**src/rtl/fifo.sv**
```systemverilog
// Single-clock circular-buffer FIFO with valid/ready handshakes on both ports.
// One slot is kept unused so full and empty are distinguishable from the pointers alone.
module fifo #(
  parameter int unsigned data_size   = 10,
  parameter int unsigned buffer_size = 5
) (
  input  logic                 clk,
  input  logic                 rst_n,
  input  logic [data_size-1:0] enq_data,
  input  logic                 enq_valid,
  output logic                 enq_ready,
  output logic [data_size-1:0] deq_data,
  output logic                 deq_valid,
  input  logic                 deq_ready,
  input  logic                 flush,
  output logic                 full,
  output logic                 empty
);

  localparam int unsigned PW = (buffer_size > 1) ? $clog2(buffer_size) : 1;
  localparam logic [PW-1:0] LAST = PW'(buffer_size - 1);

  logic [data_size-1:0] mem [buffer_size];
  logic [PW-1:0]        rd_ptr;
  logic [PW-1:0]        wr_ptr;
  logic [PW-1:0]        rd_next;
  logic [PW-1:0]        wr_next;
  logic                 do_enq;
  logic                 do_deq;

  // Wrap explicitly so non-power-of-two depths work.
  function automatic logic [PW-1:0] inc(input logic [PW-1:0] p);
    return (p == LAST) ? '0 : p + 1'b1;
  endfunction

  always_comb begin
    rd_next   = inc(rd_ptr);
    wr_next   = inc(wr_ptr);
    empty     = (rd_ptr == wr_ptr);
    full      = (wr_next == rd_ptr);
    enq_ready = !full;
    deq_valid = !empty;
    do_enq    = enq_valid && enq_ready;
    do_deq    = deq_ready && deq_valid;
    deq_data  = empty ? '0 : mem[rd_ptr];
  end

  always_ff @(posedge clk) begin
    if (!rst_n) begin
      rd_ptr <= '0;
      wr_ptr <= '0;
      for (int unsigned i = 0; i < buffer_size; i++) begin
        mem[i] <= '0;
      end
    end else if (flush) begin
      rd_ptr <= '0;
      wr_ptr <= '0;
    end else begin
      if (do_enq) begin
        mem[wr_ptr] <= enq_data;
        wr_ptr      <= wr_next;
      end
      if (do_deq) begin
        rd_ptr <= rd_next;
      end
    end
  end

endmodule

```
**config.mk**
```make
export PLATFORM = sky130hd
export DESIGN_NAME = fifo
export DESIGN_NICKNAME = d
export VERILOG_FILES = /design/src/rtl/fifo.sv
export SDC_FILE = /design/constraint.sdc
export NUM_CORES = 1
export LEC_CHECK = 0
export CORE_ASPECT_RATIO = 0.7
export CORE_MARGIN = 2
export CORE_UTILIZATION = 54
export DETAILED_ROUTE_END_ITERATION = 12
export PLACE_DENSITY = 0.77
export SKIP_LAST_GASP = 1
export SLEW_MARGIN = 20
export SYNTH_ARGS = -nofsm -noshare
export SYNTH_HDL_FRONTEND = slang
export SYNTH_SLANG_ARGS = --single-unit
```
**constraint.sdc**
```tcl
create_clock -name clk -period 5.8 [get_ports clk]
set_input_delay 1.45 -clock clk [delete_from_list [all_inputs] [get_ports clk]]
set_output_delay 1.45 -clock clk [all_outputs]
set_load 0.01 [all_outputs]
```
# == Yosys cells after proc, flatten, opt, wreduce, memory -nomap -nowiden ==
# Memory sizes are Yosys's and may differ from the RTL's. A register that Yosys moved wholly into a read port is not among the register bits.
# Index checks and enable logic that the tools add are counted.
# totals
register_bits,6
ramBits,50
output_inout_bits,14
elab_cells,29
n_memories,1
# mem_list
name,words,word_bits,rd,rd_clocked_by_memory_dff,wr,line,rtl
mem,5,10,1,1,5,23,logic [data_size-1:0] mem [buffer_size];
# classes
n_addsub,2
n_eq_ne,4
mux,13
bitwise,1
reduce_logical,6
# ops
operator,n
2-to-1 mux 10 bit,2
2-to-1 mux 3 bit,5
OR reduction 10 bit,1
"adder 3 x 1 -> 3 bit, second input constant",2
== test 3 bit,2
"== test 3 bit, second input constant",2
2-to-1 mux 1 bit,6
logical AND 1 bit,2
zero test 1 bit,2
OR reduction 2 bit,1
NOT 1 bit,1

# == Depth between registers and ports, before layout ==
# Gate-level depths: netlist of the first run.
# logic_depth
word_depth,11
depth_mapped,9

# == Least setup slack after synthesis of the first run ==
# OpenSTA, ideal clock, no wires.
# synth_timing
path_kind,in2reg
from,in flush
to,"mem mem[1][0], enable pin"
t_arrival_ns,2.728
t_required_ns,5.409
slack_ns,2.681
cell_stages,4
path_cell_list,nand2b_1 nor2_1 nand4_1 o21ai_0
# synth_lines
element,line,rtl
from (decl),15,"input logic flush,"
to (decl),23,

==> results of run 1 <==
[state kept, by name, indices dropped and copies added (netlist names), named ones only]
name,cells
mem,80
wr_ptr,3
rd_ptr,3
[logic make-up (layout without fill, tap and decap cells)]
logic type,Yosys count,after routing,synth area share [%]
and+or+nand+nor,97,97,11.16
DFF,89,89,66.77
muxes,31,31,14.49
buffers and inverters,21,58,2.200
AOI/OAI and AO/OA,18,18,2.944
xor gates and xnor gates,5,5,1.133
adders and majority gates,4,4,1.294
[per-layer routing]
layer / wire [µm] / track usage, % / vias to the layer above
met3: 453 / 4.069 / 9
met1: 3656 / 31.81 / 1115
li1: - / - / 1046
met4: 99 / 8.296 / 0
met5: 0 / 0 / -
met2: 3369 / 30.95 / 88
[worst paths after layout]
check,endpoint,cells past startpoint
worst max-delay path,deq_data[2],5
worst min-delay path,rd_ptr[0],2
worst max register to register,mem[5][2],8
worst min register to register,rd_ptr[0],2
[layout make-up]
type	count	share of cell area, %
Inverter	7	0.6505
Clock buffer	10	2.885
Sequential cell	89	58.37
Timing Repair Buffer	35	7.523
Tap cell	94	2.658
Multi-Input combinational cell	155	27.12
Clock inverter	6	0.7919
[power by group through the flow]
stage	Sequential, mW	Clock [mW]	Combinational [mW]
4_1_cts	0.719	0.358	0.0868
2_1_floorplan	0.730	0	0.0475
3_5_place_dp	0.733	0	0.0866
3_3_place_gp	0.733	0	0.0849
5_1_grt	0.720	0.379	0.0938
6_report	0.718	0.353	0.0867
[critical path, delay by kind of cell, from the launching register on]
family        cells  cell delay (ns)
mux               2             0.65
simple gates      1             0.06
buf+inv           2             0.80
flops             1             0.97
[through the flow]
step | instances | utilization (%)
after global placement | 380 | 62.21
after detailed placement | 380 | 62.21
after floorplan | 265 | -
after global routing | 396 | 64.58
final | 396 | 64.58
after CTS | 396 | 64.58
[cell usage after synthesis, types with 2 or more instances]
cell type  count
xor2_1         3
edfxtp_1      80
nand3_1        3
nor3_2         3
buf_2          3
nand2_1       12
nor3_1         3
nand4_1        5
clkbuf_1      10
xnor2_1        2
a21oi_1        4
inv_1          6
dfxtp_1        9
mux2i_1       11
nand2b_1       2
ha_1           4
o21ai_0       10
nor2_1        65
mux4_2        20
==> flow_summary.json, run 1 <==
{
  "htreeDepth": 3,
  "relSlewSlack_pct": 33.81,
  "drt_iter0_drc": 186,
  "p_sw_uw": 255.5,
  "die_h_um": 74.81,
  "drive_above_1_share_pct": 15.56,
  "preCtsSetupSlack_ns": 1.640,
  "intPower_uw": 902.6,
  "cellPowerDensity_nw_per_um2": 261.8,
  "fin_setup_tns_ns": 0,
  "fmax_ghz": 0.2331,
  "clockBufferDepth": 2,
  "hold_class": "flip-flop to flip-flop",
  "synthCells": 265,
  "period_minus_slack_ns": 4.290,
  "worst_pin_slew_ns": 0.9915,
  "hpwl_mm": 5.167,
  "avgSynthCellArea_um2": 14.59,
  "viasPerCell": 5.702,
  "cp-end-kind": "output pin",
  "setup_viol": 0,
  "grt_use_total_pct": 21.07,
  "cp_max_fo": 15,
  "finalCritPeriodShare_pct": 73.96,
  "rrSetupSlack_ns": 2.64,
  "yosysTopAreaCell": "edfxtp_1",
  "place_area_um2": 4262,
  "leakage_nw": 1.431,
  "clock_skew_ns": 0.009505,
  "seq_area_um2": 2582,
  "cts_tree": "done",
  "rsz0062_at_grt": "false",
  "ys.warnings.count": 0,
  "gp_congestion": 0.8440,
  "io_buffers": 28,
  "vias": 2258,
  "critical_path.slowest_cell": "dfxtp_1",
  "grt_pass1_vias": 2136,
  "grt_overflow": 0,
  "setup_slack_ns": 1.510,
  "synth_seq_area_share_pct": 66.77,
  "min_from": "rd_ptr[0]",
  "multiInputGateArea_um2": 1200,
  "holdWs_ns": 0.6009,
  "maxCapViolations": 0,
  "clkLatencyLatePin_ns": 0.35,
  "die-area_um2": 7866,
  "num_io_pins": 29,
  "synth_edf_count": 80,
  "synthTopCellsByArea": "edfxtp_1, mux4_2, nor2_1, dfxtp_1, mux2i_1",
  "ir_worst_vdd_mv": 0.1924,
  "grt_max_degree": 21,
  "wl_per_cell_um": 19.14,
  "first_pass_iters": 4,
  "initial_core_util_pct": 56.46,
  "fillers": 500,
  "required_ns": 4.35,
  "combPwrFrac_pct": 7.5,
  "async_flop_share_pct": 0,
  "syn_area_um2": 3867,
  "seqPwrFrac_pct": 62.0,
  "mostFrequentLayoutCells": "edfxtp_1, nor2_1, clkdlybuf4s50_1",
  "routed_wl_mm": 7.579,
  "root_buffer": "clkbuf_8",
  "postLayoutCellArea_um2": 4424,
  "yosysUniqueCellTypes": 29,
  "rr_startpoint": "wr_ptr[0]",
  "die_x_um": 105.2,
  "area_growth_pct": 14.40,
  "nNetsFinal": 316,
  "diodes": 0,
  "p_clk_share_pct": 30.5,
  "crit_chain": "buf_4 > mux4_2 > mux2i_1 > nor2_1 > clkdlybuf4s50_1",
  "critPathKind": "flip-flop to output pin",
  "ys.flop_type": "edfxtp_1",
  "slowest_delay_ns": 0.97,
  "ys_ff_latch": 89,
  "cts_made_buffers": 9,
  "outcome": "finished clean",
  "holdBufCountCts": 0,
  "finalPower_mw": 1.158,
  "grt_pass1_wl_mm": 11.74,
  "drc_errors": 0,
  "ant_nets": 0,
  "clock-sinks": 89,
  "cp.arrival_ns": 2.84,
  "ctsResizeCount": 0,
  "cts_setup_buffers": 0,
  "antenna_found_initial": 0,
  "std_cell_rows": 25,
  "synth_nets": 284,
  "cts.clk_slew.worst_paths_ns": 0.08,
  "core_um2": 6850,
  "drv_slew": 0,
  "swShare_pct": 22.06,
  "final_common_cell": "edfxtp_1",
  "crit_path_start_kind": "flip-flop",
  "synth_top_area_share_pct": 62.12,
  "hold_viol_final": 0
}
(Power assumes the default switching activity.)
==> run 2: changes to the inputs <==
- clock period: 5.8 -> 4.45 ns (I/O delays scaled with it)
==> run 2 against run 1 <==
Effect of this change:
- register-to-register slack worse by 1.3 ns
- wire length is 2.0% higher
- sequential share of layout area is 0.88 points lower
- critical path depth is 2 higher
- combinational power is 33% higher
- worst setup slack worse by 0.79 ns
==> flow_summary.json, run 2 (same netlist as run 1, synthesis figures left out) <==
{
  "die_h_um": 74.81,
  "crit_path_start": "wr_ptr[0]",
  "fin_setup_tns_ns": 0,
  "viasPerCell": 5.731,
  "cts_setup_buffers": 0,
  "holdBufCountCts": 0,
  "nNetsFinal": 321,
  "crit_path_start_kind": "flip-flop",
  "htreeDepth": 3,
  "ant_nets": 0,
  "hold_class": "flip-flop to flip-flop",
  "rr_startpoint": "wr_ptr[0]",
  "first_pass_iters": 5,
  "diodes": 0,
  "ctsResizeCount": 0,
  "cts.clk_slew.worst_paths_ns": 0.09,
  "combPwrFrac_pct": 7.2,
  "intPower_mw": 1.239,
  "initial_core_util_pct": 56.46,
  "vias": 2298,
  "grt_overflow": 0,
  "worst_pin_slew_ns": 0.8398,
  "cts_made_buffers": 9,
  "mostFrequentLayoutCells": "edfxtp_1, nor2_1, clkdlybuf4s50_1",
  "core_um2": 6850,
  "area_growth_pct": 16.14,
  "p_clk_share_pct": 34.0,
  "required_ns": 3.34,
  "setup_viol": 0,
  "preCtsSetupSlack_ns": 0.9132,
  "clock_skew_ns": 0.01018,
  "finalCritPeriodShare_pct": 83.92,
  "clock-sinks": 89,
  "maxCapViolations": 0,
  "root_buffer": "clkbuf_8",
  "antenna_found_initial": 0,
  "finalPower_mw": 1.592,
  "gp_congestion": 0.9098,
  "min_from": "rd_ptr[0]",
  "drive_above_1_share_pct": 17.92,
  "die_x_um": 105.2,
  "swShare_pct": 22.19,
  "utilization_pct": 65.57,
  "io_buffers": 28,
  "leakage_nw": 1.476,
  "grt_use_total_pct": 22.02,
  "cts_tree": "done",
  "grt_max_degree": 21,
  "ir_worst_vdd_mv": 0.2482,
  "die-area_um2": 7866,
  "fmax_ghz": 0.2678,
  "seqPwrFrac_pct": 58.7,
  "rsz0062_at_grt": "false",
  "largest-register": "mem",
  "fillers": 490,
  "hpwl_mm": 5.310,
  "final_common_cell": "edfxtp_1",
  "hold_viol_final": 0,
  "drc_errors": 0,
  "largest_reg_flops": 80,
  "drt_iter0_drc": 194,
  "p_sw_uw": 353.2,
  "num_io_pins": 29,
  "period_minus_slack_ns": 3.735,
  "cp-end-kind": "output pin",
  "routed_wl_mm": 7.730,
  "setup_slack_ns": 0.7154,
  "top_regs": "mem: 80 flops, rd_ptr: 3 flops, wr_ptr: 3 flops",
  "grt_pass1_vias": 2261,
  "wl_per_cell_um": 19.28,
  "cp_max_fo": 10,
  "relSlewSlack_pct": 43.71,
  "cellPowerDensity_nw_per_um2": 354.4,
  "outcome": "finished clean",
  "grt_pass1_wl_mm": 12.30,
  "clkLatencyLatePin_ns": 0.36,
  "std_cell_rows": 25,
  "critPathKind": "flip-flop to output pin",
  "cp.arrival_ns": 2.62,
  "drv_slew": 0,
  "clockBufferDepth": 2
}
run 2: cell types whose count changed in the layout (fill, tap and decap cells not counted), sizes merged:
cell / delta
buf: +5
inv: +2
bufinv: +1
clkbuf: -1
clkinv: -1
clkinvlp: -1
run 2: path summary, 6_finish.rpt:
check        slack (ns)  cells past startpoint        end
max                0.72                      7       full
min                0.61                      2  rd_ptr[0]
max reg2reg        1.32                      8  mem[6][2]
min reg2reg        0.61                      2  rd_ptr[0]
run 2: cell type report:
| cell class | instances | area [µm²] | share of cell area [%] |
|---|---|---|---|
| flip-flops and latches | 89 | 2582 | 57.49 |
| multi-input cells | 155 | 1200 | 26.71 |
| repair buffers | 40 | 370.4 | 8.245 |
| clock buffers | 9 | 123.9 | 2.758 |
| well taps | 94 | 117.6 | 2.618 |
| clock inverters | 7 | 68.82 | 1.532 |
| inverters | 7 | 28.78 | 0.6407 |
run 2: power groups by stage:
stage               combinational, mW  sequential (mW)  clock [mW]
global placement                0.113            0.953           0
detailed placement              0.115            0.954           0
finish                          0.115            0.935       0.542
global route                    0.125            0.937       0.573
CTS                             0.116            0.935       0.544
floorplan                      0.0619            0.951           0
run 2: per-stage QoR:
stage               instance area [µm²]  cells  hold slack, ns
finish                             4492    401          0.6091
global placement                   4299    385          0.5847
detailed placement                 4299    385          0.5860
global route                       4492    401          0.6453
floorplan                          3867    265          0.5262
CTS                                4492    401          0.5961
run 2: worst max-delay path, cell delays in order (launching register included):
cell and delay, ns:
dfxtp_1 0.55, inv_1 0.18, ha_1 0.27, a21oi_1 0.24, xnor2_1 0.20, o211ai_4 0.19, inv_4 0.11, clkdlybuf4s50_1 0.53
run 2: routing by layer:
metal | global-route usage [%] | up-vias | share of wire [%]
met2 | 33.62 | 105 | 44
met5 | 0 | - | 0
met4 | 5.926 | 0 | 0.71
met3 | 5.541 | 5 | 10
li1 | - | 1054 | -
met1 | 32.44 | 1134 | 45
==> run 3: changes to the inputs <==
- CORE_UTILIZATION: 54 -> 52
- PLACE_DENSITY: 0.77 -> 0.78
- clock period: 4.45 -> 3.1 ns (I/O delays scaled with it)
==> run 3 against run 2 <==
Effect of this change:
- largest power group unchanged
- sequential share of layout area is 1.2 points lower
- non-clock buffer count is 8 higher
- core utilization decreased by 2.3 points
- global-route usage fell by 1.5 points
- clock power is 31% higher
- via count grew 1.8%
==> flow_summary.json, run 3 (same netlist as run 1, synthesis figures left out) <==
{
  "grt_overflow": 0,
  "worst_pin_slew_ns": 0.6522,
  "finalCritPeriodShare_pct": 96.59,
  "r2r_cells": 9,
  "ant_nets": 0,
  "core_um2": 7254,
  "clock-sinks": 89,
  "root_buffer": "clkbuf_8",
  "vias": 2340,
  "final_common_cell": "edfxtp_1",
  "top_regs": "mem: 80 flops, rd_ptr: 3 flops, wr_ptr: 3 flops",
  "rsz0062_at_grt": "false",
  "final_cell_count_no_fill": 413,
  "placed_cells": 395,
  "setup_viol": 0,
  "fillers": 531,
  "maxCapViolations": 0,
  "ir_worst_vdd_mv": 0.2255,
  "hold_viol_final": 0,
  "holdPathEnd": "wr_ptr[1]",
  "grt_use_met2_pct": 33.73,
  "num_io_pins": 29,
  "die-area_um2": 8154,
  "crit_path_start_kind": "flip-flop",
  "leakage_nw": 1.531,
  "diodes": 0,
  "cp_num_buf_inv": 2,
  "clockBufferDepth": 2,
  "drc_errors": 0,
  "critical_path.slowest_cell": "mux4_2",
  "hpwl_mm": 5.259,
  "antenna_found_initial": 0,
  "rrSetupSlack_ns": 0.66,
  "nNetsFinal": 329,
  "routed_wl_mm": 7.924,
  "drt_iter0_drc": 136,
  "min_path_cells": 2,
  "viasPerCell": 5.666,
  "io_buffers": 28,
  "clock_skew_ns": 0.008667,
  "grt_pass1_wl_mm": 12.45,
  "fmax_ghz": 0.3340,
  "htreeDepth": 3,
  "met3_usage_pct": 4.705,
  "first_pass_iters": 4,
  "cp_max_fo": 10,
  "largest_reg_flops": 80,
  "cts_tree": "done",
  "drive_above_1_share_pct": 21.59,
  "rr_endpoint": "mem[5][2]",
  "clkLatencyLatePin_ns": 0.35,
  "die_h_um": 76.16,
  "cp.arrival_ns": 2.22,
  "gp_congestion": 0.8669,
  "relSlewSlack_pct": 56.46,
  "use_met1_pct": 28.27,
  "crit_chain": "buf_12 > mux4_2 > mux2i_1 > nor2_1 > clkdlybuf4s50_1",
  "cellPowerDensity_nw_per_um2": 484.0,
  "critical-path-top-delay-family": "multiplexers",
  "grt_pass1_vias": 2381,
  "largest-register": "mem",
  "grt_use_total_pct": 20.52,
  "period_minus_slack_ns": 2.994,
  "outcome": "finished clean",
  "std_cell_rows": 26,
  "grt_most_used_layer": "met2",
  "hold_class": "flip-flop to flip-flop",
  "cts_made_buffers": 9,
  "rr_startpoint": "wr_ptr[0]",
  "min_from": "wr_ptr[1]",
  "area_growth_pct": 18.76,
  "die_x_um": 107.1,
  "mostFrequentLayoutCells": "edfxtp_1, nor2_1, clkdlybuf4s50_1",
  "wl_per_cell_um": 19.19,
  "critPathKind": "flip-flop to output pin",
  "slowest_delay_ns": 0.52,
  "grt_max_degree": 21,
  "holdBufCountCts": 0,
  "utilization_pct": 63.31,
  "initial_core_util_pct": 53.31,
  "cts.clk_slew.worst_paths_ns": 0.08,
  "cp-end-kind": "output pin",
  "drv_slew": 0,
  "required_ns": 2.32
}
## run 3: tightest hold or removal path: stages, from the launching register on
cell	delay [ns]
dfxtp_4	0.38
o21ai_0	0.07
a21oi_1	0.07
## run 3: what timing repair did
action,CTS,global route
resized for setup,2,6
pin swaps,1,3
endpoints found under the setup margin,2,4
setup buffers,1,0
gates cloned,0,1
## run 3: area by class of cell
type | instances | area, µm² | share of cell area [%]
multi-input cells | 155 | 1211 | 26.37
flip-flops and latches | 89 | 2587 | 56.33
repair buffers | 48 | 465.4 | 10.13
well taps | 98 | 122.6 | 2.670
clock buffers | 9 | 123.9 | 2.697
clock inverters | 7 | 53.80 | 1.171
inverters | 7 | 28.78 | 0.6265
## run 3: per-layer routing
metal / up-vias / share of wire [%]
met5: - / 0
met4: 0 / 0.44
met3: 5 / 5.4
met2: 72 / 52
met1: 1191 / 42
li1: 1072 / -
## run 3: power breakdown
part / switching [mW] / internal (mW)
logic: 0.0927 / 0.0788
clock network: 0.413 / 0.297
registers: 0.0100 / 1.33
## run 3: worst max-delay path by stage
| stage | slack, ns | cells past startpoint | startpoint | endpoint |
|---|---|---|---|---|
| global placement | 0.24 | 6 | wr_ptr[1] | enq_ready |
| global route | 0.02 | 5 | flip-flop | deq_data[8] |
| CTS | -0.03 | 7 | wr_ptr[1] | full |
| floorplan | 0.26 | 8 | wr_ptr[1] | mem[4][0] |
| finish | 0.11 | 5 | flip-flop | deq_data[8] |
| detailed placement | 0.17 | 7 | wr_ptr[1] | full |
## run 3: per-stage QoR
stage | total power [mW] | TNS [ns] | setup slack (ns) | hold slack, ns | area, µm²
after floorplan | 1.454 | 0 | 0.2631 | 0.5262 | 3867
after global placement | 1.530 | 0 | 0.2430 | 0.5833 | 4362
after detailed placement | 1.537 | 0 | 0.1741 | 0.5951 | 4362
after CTS | 2.230 | -0.02905 | -0.02905 | 0.5677 | 4553
after global routing | 2.290 | 0 | 0.01624 | 0.6313 | 4593
final | 2.223 | 0 | 0.1056 | 0.5588 | 4593
==> RTL change 1: new RTL, settings of run 2 <==
Change the parameter `buffer_size` from 5 to 6.
--- a/src/rtl/fifo.sv
+++ b/src/rtl/fifo.sv
@@ -3,5 +3,5 @@
 module fifo #(
   parameter int unsigned data_size   = 10,
-  parameter int unsigned buffer_size = 5
+  parameter int unsigned buffer_size = 6
 ) (
   input  logic                 clk,
Behaviour: not the same (a bounded check fails within 10 cycles, from zero or initial values).
==> RTL change 1 against run 2 <==
  * Die area is 6.0% higher
  * Sequential power is 0.9% higher
  * Power is 1.3% lower
  * Final area is 4.3% higher
  * Synthesized area is 6.3% higher
  * Cell count is 5.0% higher
  * Critical path depth is 4 lower
  * Via count is 12% higher
  * Wire length is 15% higher
  * Worst setup slack better by 0.046 ns
  * Sequential cell count stayed put
  * Count of clock-buffer cells in the layout stayed put
  * Critical path type unchanged
  * Largest power group unchanged
  * Highest routed layer unchanged
==> RTL change 1: results (changes against run 2) <==
The master of the slowest instance on the critical path is clkdlybuf4s50_1 (was dfxtp_1). The distinct cell type count after synthesis came out at 41 (was 29). The biggest cell delay along the critical path came out at 0.64 ns (was 0.55 ns).

The placed wire-length estimate after detailed placement is 6.04 mm (was 5.31 mm). The number of DRC violations after detailed-routing iteration 0 is 300 (was 194). The clock skew is 0.00779 ns (was 0.0102 ns). The worst-margin pin slew came to 0.709 ns (was 0.840 ns).

The standby leakage power came out at 1.47 nW (was 1.48 nW). The largest net degree at the start of global routing came to 32 (was 21). The number of CTS-inserted buffers is 9 (unchanged). The via count of the first global-routing pass is 2568 (was 2261).

The total placed cells including tap cells was 405 (was 385). The global-route usage over all layers is 23.4% (was 22.0%). Status: finished clean (unchanged). The final weighted congestion in routability-driven placement is 0.832 (was 0.910). The global-route wire length before repair was 14.1 mm (was 12.3 mm). The clock latency reported for the late side of the worst-skew pair came out at 0.37 ns.

The placement-stage worst setup slack came to 0.921 ns (was 0.913 ns). Most area-consuming cells after synthesis: edfxtp_1, mux4_2, dfxtp_1 (was edfxtp_1, mux4_2, nor2_1). The total of fill cells in the finished design came out at 558 (was 490). Top cell types by occurrence after synthesis: edfxtp_1, nor2_1, nor4_1, mux4_2, nand2_1 (was edfxtp_1, nor2_1, mux4_2, nand2_1, mux2i_1). The global-route track usage on met2 came out at 36.3% (was 33.6%).

The met1 capacity usage during global routing is 32.7% (was 32.4%). The placement-stage cell area is 4510 um2 (was 4300 um2). The number of nets at the end of the flow is 333 (was 321). The overall routed net length came out at 8.89 mm (was 7.73 mm). The number of cells in the finished layout apart from fillers is 421 (was 401). The met3 global-route usage was 5.61% (was 5.54%). The fraction of the yosys area taken by sequential cells is 62.8% (was 66.8%). The number of cells produced by synthesis came to 289 (was 265).

The arrival time of the worst setup path is 2.58 ns (was 2.62 ns). The biggest fanout along the worst timing path is 12 (was 10). The fraction of final layout cells with drive strength greater than 1 came out at 17.3% (was 17.9%). The via density per instance is 6.13 (was 5.73).
==> RTL change 1: cell families after synthesis <==
logic type | Yosys count | share of synthesized area (%)
simple gates | 112 | 14.2
compound gates | 20 | 4.17
mux | 33 | 14.1
flops | 89 | 62.8
buf+inv | 30 | 3.68
xor+xnor | 5 | 1.07
==> RTL change 1: final timing paths <==
kind | from | endpoint | slack, ns | depth (start not counted)
worst max-delay path | wr_ptr[2] | empty | 0.76 | 3
worst min-delay path | wr_ptr[2] | wr_ptr[2] | 0.69 | 2
worst max register to register | wr_ptr[1] | mem[2][1] | 1.98 | 4
worst min register to register | wr_ptr[2] | wr_ptr[2] | 0.69 | 2
==> RTL change 1: report_power, final <==
part	leakage (nW)	switching, mW	internal [mW]	total, mW
registers	0.877	0.0106	0.933	0.943
logic	0.512	0.0645	0.0538	0.118
clock network	0.0814	0.302	0.207	0.510
==> RTL change 1: worst max-delay path, delay by kind of cell, from the launching register on <==
kind / cells / cell delay, ns
xor+xnor: 1 / 0.55
buf+inv: 1 / 0.64
flops: 1 / 0.44
simple gates: 1 / 0.58
==> RTL change 1: layer usage <==
layer / routed length [um] / share of wire, % / vias to the layer above
met5: 0 / 0 / -
li1: - / - / 1179
met1: 3730 / 42 / 1276
met3: 689 / 7.7 / 14
met2: 4290 / 48 / 113
met4: 173 / 1.9 / 0
==> RTL change 1: final cells by class <==
type                            count  area (um2)  area share, %
Clock inverter                      7        55.1           1.17
Clock buffer                        9         124           2.64
Tap cell                           98         123           2.62
Inverter                            5        18.8          0.400
Multi-Input combinational cell    170        1390           29.7
Timing Repair Buffer               43         393           8.38
Sequential cell                    89        2580           55.1
==> RTL change 2: new RTL, flow settings as in run 2 <==
Made on the original files. Reset style: asynchronous (`rst_n`), changed in one clocked block.
--- a/src/rtl/fifo.sv
+++ b/src/rtl/fifo.sv
@@ -46,5 +46,5 @@
   end
 
-  always_ff @(posedge clk) begin
+  always_ff @(posedge clk or negedge rst_n) begin
     if (!rst_n) begin
       rd_ptr <= '0;
Formal check against the unedited RTL: differs if rst_n is asserted again (counterexample within 4 cycles, from zero or initial values and one cycle with rst_n low); with rst_n held inactive, the same outputs for 4 cycles.
==> RTL change 2 against run 2 <==
  * Worst hold slack worse by 0.096 ns
  * Worst setup slack worse by 0.046 ns
  * Power is 27% higher
  * Final area is 29% lower
  * Clock skew hardly changed
  * Count of clock-buffer cells in the layout is 2 lower
  * Sequential cell count is 33 lower
  * Synthesized cell count is 23% lower
  * Synthesized area is 29% lower
  * Wire length is 28% lower
  * Clock power is 46% lower
  * Highest routed layer unchanged
==> RTL change 2: results (changes against run 2) <==
Status: finished clean (unchanged). The number of DRC violations after detailed-routing iteration 0 came to 101 (was 194). The placed wire-length estimate after detailed placement came to 3.70 mm (was 5.31 mm). The distinct cell type count after synthesis is 31 (was 29). The total via count after detailed routing came out at 1720 (was 2298).

The arrival time of the worst setup path was 2.67 ns (was 2.62 ns). The largest net degree at the start of global routing came out at 45 (was 21). The overall routed net length came to 5.56 mm (was 7.73 mm). The share of the synthesized area in compound gates (AO/OA/AOI/OAI) came out at 5.26% (was 2.94%). The clock period minus final worst setup slack is 3.78 ns (was 3.73 ns).

The final weighted congestion in routability-driven placement came out at 0.779 (was 0.910). The fraction of final layout cells with drive strength greater than 1 is 32.6% (was 17.9%). The clock skew is 0.0105 ns (was 0.0102 ns). The number of synthesized flops with an enable pin is 0 (was 80).

The final cell area excluding filler cells came to 3170 um2 (was 4490 um2). The peak supply drop is 265 uV (was 248 uV). The global-route wire length before repair came out at 9.30 mm (was 12.3 mm). The multiplexer area fraction after synthesis came to 29.9% (was 14.5%).

The worst-case hold path end point is mem[19] (was rd_ptr[0]). The met1 capacity usage during global routing is 32.8% (was 32.4%). The net count of the mapped netlist came out at 222 (was 284). The fraction of synthesis flops using an asynchronous set or reset pin came to 100% (was 0%). The via count of the first global-routing pass came out at 1863 (was 2261). Most area-consuming cells after synthesis: dfrtp_1, mux2_2, mux4_2 (was edfxtp_1, mux4_2, nor2_1).

The level count of the clock H-tree is 2 (was 3). The number of flip-flops under the largest register name is 50 (was 80). The launching point of the worst reg2reg path is wr_ptr[0] (unchanged).

The number of cells in the finished layout apart from fillers came to 299 (was 401). The share of synthesized cell area in full adder, half adder and majority cells came out at 1.83% (was 1.29%). Biggest registers after layout: mem (50), rd_ptr (3), wr_ptr (3) (was mem (80), rd_ptr (3), wr_ptr (3)). The headroom to the max-slew limit came out at 40.7% (was 43.7%).
-- RTL change 2: final cells by class --
| class | instances | share of cell area (%) |
|---|---|---|
| inverters | 8 | 0.948 |
| flip-flops and latches | 56 | 44.2 |
| multi-input cells | 127 | 39.7 |
| clock inverters | 1 | 0.237 |
| repair buffers | 31 | 9.48 |
| clock buffers | 7 | 2.73 |
| well taps | 69 | 2.73 |
-- RTL change 2: report_power, final --
| part | total, mW | internal (mW) | switching [mW] |
|---|---|---|---|
| registers | 0.828 | 0.690 | 0.138 |
| clock network | 0.294 | 0.127 | 0.167 |
| logic | 0.893 | 0.536 | 0.357 |
| total | 2.01 | 1.35 | 0.662 |
-- RTL change 2: critical path, cell delays in order, from the launching register on --
cell	delay, ns
dfrtp_1	0.92
xor2_1	0.14
nor3_1	0.45
buf_4	0.28
nor2_1	0.08
clkdlybuf4s50_1	0.48
-- RTL change 2: metal layers --
layer	up-vias	wire length, um
met2	38	2550
met3	9	194
met5	-	0
met4	0	82
li1	797	-
met1	876	2730
